==> config.mk <==
export PLATFORM = sky130hd
export DESIGN_NAME = camera_capture_core
export DESIGN_NICKNAME = d
export VERILOG_FILES = /design/src/rtl/camera_capture_core.sv
export SDC_FILE = /design/constraint.sdc
export NUM_CORES = 1
export LEC_CHECK = 0
export ABC_AREA = 1
export ABC_CLOCK_PERIOD_IN_PS = 6550
export CAP_MARGIN = 20
export CORE_UTILIZATION = 51
export CTS_CLUSTER_DIAMETER = 60
export DETAILED_ROUTE_END_ITERATION = 16
export PLACE_DENSITY = 0.68
export SYNTH_ARGS = -nofsm -noshare
export SYNTH_HDL_FRONTEND = slang
export SYNTH_SLANG_ARGS = --single-unit
==> constraint.sdc <==
create_clock -name CLOCK -period 6.55 [get_ports CLOCK]
set_input_delay 0.9825 -clock CLOCK [delete_from_list [all_inputs] [get_ports CLOCK]]
set_output_delay 0.9825 -clock CLOCK [all_outputs]
set_load 0.005 [all_outputs]
==> src/rtl/camera_capture_core.sv <==
// DVP camera capture: input sync, pixel assembly, X/Y tagging, crop window, output FIFO.
// Optional define CAPTURE_DECIMATE_EN keeps only even X/Y pixels and reports coordinates >>1.
module camera_capture_core #(
  parameter int BYTES_PER_PIX = 2,
  parameter int X_W           = 10,
  parameter int Y_W           = 10,
  parameter int SAMPLE_EDGE   = 1,
  parameter int FIFO_DEPTH    = 4
) (
  input  logic                               CLOCK,
  input  logic                               RESET,
  input  logic                               CMOS_PCLK,
  input  logic                               CMOS_HREF,
  input  logic                               CMOS_VSYNC,
  input  logic [7:0]                         CMOS_DQ,
  input  logic                               iEn,
  input  logic [X_W-1:0]                     iXStart,
  input  logic [X_W-1:0]                     iXEnd,
  input  logic [Y_W-1:0]                     iYStart,
  input  logic [Y_W-1:0]                     iYEnd,
  input  logic                               iReady,
  output logic                               oValid,
  output logic [Y_W+X_W+8*BYTES_PER_PIX-1:0] oData,
  output logic                               oFrameStart,
  output logic                               oFrameDone,
  output logic [15:0]                        oFrameCnt,
  output logic                               oOverflow,
  output logic                               oBusy
);
  localparam int PW = 8*BYTES_PER_PIX;
  localparam int OW = Y_W+X_W+PW;
  localparam int AW = $clog2(FIFO_DEPTH);

  typedef enum logic [1:0] {S_IDLE, S_WAIT_VS, S_ACTIVE, S_DONE} state_t;
  state_t state_q, state_d;

  // Stage 1/2 are the synchronizer, stage 3 only feeds edge detection.
  logic [2:0] pclk_q, href_q, vs_q;
  logic [7:0] dq1_q, dq2_q;

  always_ff @(posedge CLOCK or negedge RESET) begin
    if (!RESET) begin
      pclk_q <= '0;
      href_q <= '0;
      vs_q   <= '0;
      dq1_q  <= '0;
      dq2_q  <= '0;
    end else begin
      pclk_q <= {pclk_q[1:0], CMOS_PCLK};
      href_q <= {href_q[1:0], CMOS_HREF};
      vs_q   <= {vs_q[1:0], CMOS_VSYNC};
      dq1_q  <= CMOS_DQ;
      dq2_q  <= dq1_q;
    end
  end

  logic sample, href_fall, vs_rise, vs_fall, frame_start, shift_en;
  assign sample      = (SAMPLE_EDGE != 0) ? (pclk_q[1] & ~pclk_q[2]) : (~pclk_q[1] & pclk_q[2]);
  assign href_fall   = href_q[2] & ~href_q[1];
  assign vs_rise     = vs_q[1] & ~vs_q[2];
  assign vs_fall     = ~vs_q[1] & vs_q[2];
  assign frame_start = (state_q == S_WAIT_VS) & vs_fall;
  assign shift_en    = (state_q == S_ACTIVE) & ~href_fall & sample & href_q[1];

  always_ff @(posedge CLOCK or negedge RESET) begin
    if (!RESET) state_q <= S_IDLE;
    else        state_q <= state_d;
  end

  always_comb begin
    state_d    = state_q;
    oBusy      = (state_q != S_IDLE);
    oFrameDone = 1'b0;
    case (state_q)
      S_IDLE:    if (iEn) state_d = S_WAIT_VS;
      S_WAIT_VS: if (vs_fall) state_d = S_ACTIVE;
      S_ACTIVE:  if (vs_rise) state_d = S_DONE;
      S_DONE: begin
        oFrameDone = 1'b1;
        state_d    = iEn ? S_WAIT_VS : S_IDLE;
      end
      default:   state_d = S_IDLE;
    endcase
  end

  // Earlier bytes of the pixel under construction; the newest byte lands in the LSBs.
  logic [PW-1:0] sh_d;
  generate
    if (BYTES_PER_PIX == 1) begin : g_sh1
      assign sh_d = dq2_q;
    end else begin : g_shn
      logic [PW-9:0] sh_q;
      assign sh_d = {sh_q, dq2_q};
      always_ff @(posedge CLOCK or negedge RESET) begin
        if (!RESET)        sh_q <= '0;
        else if (shift_en) sh_q <= sh_d[PW-9:0];
      end
    end
  endgenerate

  logic [X_W-1:0] x_q, xs_q, xe_q, a_x_q, b_x_q;
  logic [Y_W-1:0] y_q, ys_q, ye_q, a_y_q, b_y_q;
  logic [1:0]     nb_q;
  logic [PW-1:0]  a_pix_q, b_pix_q;
  logic [OW-1:0]  c_data_q, c_data_d;
  logic [3:1]     vld_pipe_q;
  logic           in_win, keep, fs_q;

  assign in_win = (a_x_q >= xs_q) && (a_x_q <= xe_q) && (a_y_q >= ys_q) && (a_y_q <= ye_q);

  always_comb begin
`ifdef CAPTURE_DECIMATE_EN
    keep     = ~b_x_q[0] & ~b_y_q[0];
    c_data_d = {1'b0, b_y_q[Y_W-1:1], 1'b0, b_x_q[X_W-1:1], b_pix_q};
`else
    keep     = 1'b1;
    c_data_d = {b_y_q, b_x_q, b_pix_q};
`endif
  end

  always_ff @(posedge CLOCK or negedge RESET) begin
    if (!RESET) begin
      x_q <= '0; y_q <= '0; nb_q <= '0; fs_q <= 1'b0;
      xs_q <= '0; xe_q <= '0; ys_q <= '0; ye_q <= '0;
      a_x_q <= '0; a_y_q <= '0; a_pix_q <= '0;
      b_x_q <= '0; b_y_q <= '0; b_pix_q <= '0;
      c_data_q <= '0; vld_pipe_q <= '0;
    end else begin
      fs_q          <= frame_start;
      vld_pipe_q[1] <= 1'b0;
      if (frame_start) begin
        x_q <= '0; y_q <= '0; nb_q <= '0;
        xs_q <= iXStart; xe_q <= iXEnd; ys_q <= iYStart; ye_q <= iYEnd;
      end else if (state_q == S_ACTIVE) begin
        if (href_fall) begin
          // Empty lines do not advance Y; a trailing partial pixel is dropped.
          if ((x_q != '0) || (nb_q != '0)) y_q <= (&y_q) ? y_q : y_q + 1'b1;
          x_q  <= '0;
          nb_q <= '0;
        end else if (shift_en) begin
          if (nb_q == 2'(BYTES_PER_PIX-1)) begin
            nb_q          <= '0;
            x_q           <= (&x_q) ? x_q : x_q + 1'b1;
            vld_pipe_q[1] <= 1'b1;
            a_pix_q       <= sh_d;
            a_x_q         <= x_q;
            a_y_q         <= y_q;
          end else begin
            nb_q <= nb_q + 1'b1;
          end
        end
      end
      vld_pipe_q[2] <= vld_pipe_q[1] & in_win;
      b_x_q         <= a_x_q;
      b_y_q         <= a_y_q;
      b_pix_q       <= a_pix_q;
      vld_pipe_q[3] <= vld_pipe_q[2] & keep;
      c_data_q      <= c_data_d;
    end
  end

  assign oFrameStart = fs_q;

  always_ff @(posedge CLOCK or negedge RESET) begin
    if (!RESET)                 oFrameCnt <= '0;
    else if (state_q == S_DONE) oFrameCnt <= oFrameCnt + 16'd1;
  end

  logic [OW-1:0] mem_q [FIFO_DEPTH];
  logic [AW-1:0] wr_q, rd_q;
  logic [AW:0]   cnt_q;
  logic          push, pop, full, wr_en;

  assign push   = vld_pipe_q[3];
  assign oValid = (cnt_q != '0);
  assign oData  = mem_q[rd_q];
  assign pop    = oValid & iReady;
  assign full   = (cnt_q == (AW+1)'(FIFO_DEPTH));
  // A pop frees the slot in the same cycle, so a full FIFO can still accept.
  assign wr_en  = push & (~full | pop);

  always_ff @(posedge CLOCK or negedge RESET) begin
    if (!RESET) begin
      for (int i = 0; i < FIFO_DEPTH; i++) mem_q[i] <= '0;
      wr_q <= '0; rd_q <= '0; cnt_q <= '0; oOverflow <= 1'b0;
    end else begin
      if (wr_en) begin
        mem_q[wr_q] <= c_data_q;
        wr_q        <= wr_q + 1'b1;
      end
      if (pop) rd_q <= rd_q + 1'b1;
      case ({wr_en, pop})
        2'b10:   cnt_q <= cnt_q + 1'b1;
        2'b01:   cnt_q <= cnt_q - 1'b1;
        default: cnt_q <= cnt_q;
      endcase
      if (push & ~wr_en) oOverflow <= 1'b1;
    end
  end
endmodule
==> out/metrics.cfg <==
[clocking]
cts.sinks=377
post_cts_buffers=0
cts-htree-levels=2
cts_buffer_depth=3
cts_buffers=41
clkLatencyLatePin_ns=0.53
cts_tree=built
cts_resized=0
cts-root-buf=clkbuf_16
cts_hold_buffers=0
path_clk_slew_ns=0.06

[timing]
fmax_ghz=0.258
finalSetupTns_ns=0
period_needed_ns=3.88
worst_pin_slew_ns=1.02
setup-violations-final=0
fin_hold_ws_ns=0.343
maxSlewHeadroom_pct=32.0
hold_viol=0
report.final.slew_viol_count=0
fin_crit_sh_pct=59.3
finClkSkew_ns=0.0110
rsz0062_at_grt=no

[synth]
syn_inst=1773
synthFlopType=dfrtp_1
synth.ff_latch_count=377
synthXorXnorAreaFrac_pct=1.35
yosys.area_share.adder_pct=4.29
synth_edf_count=0
synth_most_common_cell=nand2_1
synth_top_family_by_area=simple AND/OR/NAND/NOR gates
synth_cell_type_count=38
yosysTopAreaCell=dfrtp_1
yosysWarningCount=0
yosys.area.top_type_share_pct=58.1
yosys-top-cells-count=554 x nand2_1, 377 x dfrtp_1, 214 x o21ai_0
synth-simple-area-share_pct=19.1
synthTopCellsByArea=dfrtp_1 58%, nand2_1 13%, o21ai_0 6.6%
syn_nets=1883
muxShareOfSynthArea_pct=0
avgSynthCellArea_um2=9.15
synthArstFlopShare_pct=100
synth.cell_area_mm2=0.0162
yosysSeqAreaShare_pct=58.1
synth_compound_area_share_pct=11.3

[grt]
grt_first_pass_wirelength_mm=60.8
gr-total-overflow=0
grt_antenna_before_repair=0
grt_use_total_pct=22.9
grt_max_degree=153
first_global_vias=11901

[die]
ios=112
fp.dieW_um=180
coreArea_mm2=0.0309
initial_core_util_pct=52.5
dieArea_mm2=0.0325
rows=64
die_h_um=180

[final_layout]
fillCellCount=2646
drive_gt1_share_pct=5.64
fin_area_mm2=0.0188
fin_util_pct=60.8
area_growth_pct=15.8
insertedDiodeCount=0
layout.nets=1966

[place]
hpwl_mm=21.8
gp_congestion=0.836
port_buffers=111
place_area_mm2=0.0175

[pwr]
power_density_mw_per_mm2=370
p_total_w=0.00696
leakage_nw=9.81
max-vdd-ir-drop_v=0.000212

[detailed_routing]
ant_nets=0
drc=0
wl_per_cell_um=15.7
dr.pass1.iters=7
vias_per_cell=5.23
routed_wl_mm=35.7
drt-initial-drc-count=1054
vias=11914

[critical_path]
crit_slowest_cell=clkdlybuf4s50_1
cp_top_family=buffers and inverters
crit_buf_inv=3
crit_fanout=50
worstReg2RegStart=cnt_q[1]
cp-start-kind=flip-flop
cp_slowest_stage_delay_ns=0.57
crit_path_cell_trace=clkinv_1, buf_4, o21ai_0, o22ai_1, clkdlybuf4s50_1
path_class=flip-flop to primary output
required_ns=5.57
arrival_ns=2.90
critPathLaunch=rd_q[0]
worst_setup_path_end_kind=primary output

[outcome]
status=finished, final reports clean

[flow_run]
cap_violations=0

[worst_hold_path]
hp-class=flip-flop to flip-flop
min_from=b_y_q[5]

-- registers in the layout (all words and copies together), names as in the netlist, 3 cells and up --
register    count
dq2_q           8
a_pix_q        16
x_q            10
a_x_q          10
cnt_q           3
g_shn.sh_q      8
vld_pipe_q      3
xe_q           10
mem_q         144
xs_q           10
pclk_q          3
dq1_q           8
a_y_q          10
oFrameCnt      16
vs_q            3
ys_q           10
b_x_q          10
b_y_q          10
b_pix_q        16
href_q          3
ye_q           10
c_data_q       36
y_q            10
-- per-stage QoR --
stage	setup WS (ns)	cells
after floorplan	3.90	1773
after global placement	2.90	2207
after detailed placement	2.91	2208
after CTS	2.67	2275
after global routing	2.53	2276
final	2.67	2276
-- logic make-up after synthesis --
logic type / count (synthesis)
flip-flops: 377
adder cells (fa/ha/maj): 55
AND/OR/NAND/NOR: 751
buffers and inverters: 213
XOR/XNOR: 25
AO/OA/AOI/OAI: 352
-- layout make-up --
type / instances / area (µm²) / share of cell area [%]
clock buffer: 54 / 1170 / 6.21
clock inverter: 13 / 108 / 0.572
inverter: 131 / 492 / 2.62
multi-input combinational: 1183 / 5850 / 31.1
sequential: 377 / 9440 / 50.2
tap: 396 / 495 / 2.64
timing repair buffer: 122 / 1250 / 6.66
-- routing by layer --
layer	vias up	share of wire (%)	track usage, %
li1	5866	-	-
met1	5669	46	33.1
met2	333	46	36.1
met3	46	6.0	3.86
met4	0	1.5	5.20
met5	-	0	0
-- worst paths after layout --
| check | slack [ns] | end | cells after the start |
|---|---|---|---|
| worst max-delay path | 2.67 | oData[21] | 5 |
| max in group asynchronous | 4.54 | mem_q[122] | 2 |
| worst min register to register | 0.34 | c_data_q[31] | 0 |
| worst max register to register | 3.89 | cnt_q[2] | 9 |
| min in group asynchronous | 0.53 | cnt_q[1] | 1 |
| worst min-delay path | 0.34 | c_data_q[31] | 0 |
-- report_power, final --
group / leakage (nW) / internal [W] / switching, W
clock: 0.632 / 0.00129 / 0.000909
sequential: 5.03 / 0.00270 / 0.000245
combinational: 4.14 / 0.000785 / 0.00103
-- cell usage in the layout, fill, tap and decap left out, drive strengths merged --
master | netlist | layout
clkinv | 2 | 11
inv | 129 | 131
o21ai | 291 | 291
bufinv | 0 | 1
nand3 | 45 | 45
nand3b | 3 | 3
o21bai | 3 | 3
nand4 | 7 | 7
buf | 45 | 12
ha | 54 | 54
a21o | 4 | 4
a21oi | 16 | 16
nor3b | 3 | 3
nor2 | 124 | 124
nand2 | 560 | 560
nor3 | 9 | 9
xor2 | 22 | 22
clkinvlp | 0 | 1
xnor2 | 3 | 3
fa | 1 | 1
o22ai | 37 | 37
clkdlybuf4s50 | 0 | 110
dfrtp | 377 | 377
o211ai | 1 | 1
clkbuf | 37 | 54
No activity file was read; power rests on OpenSTA's default activity.
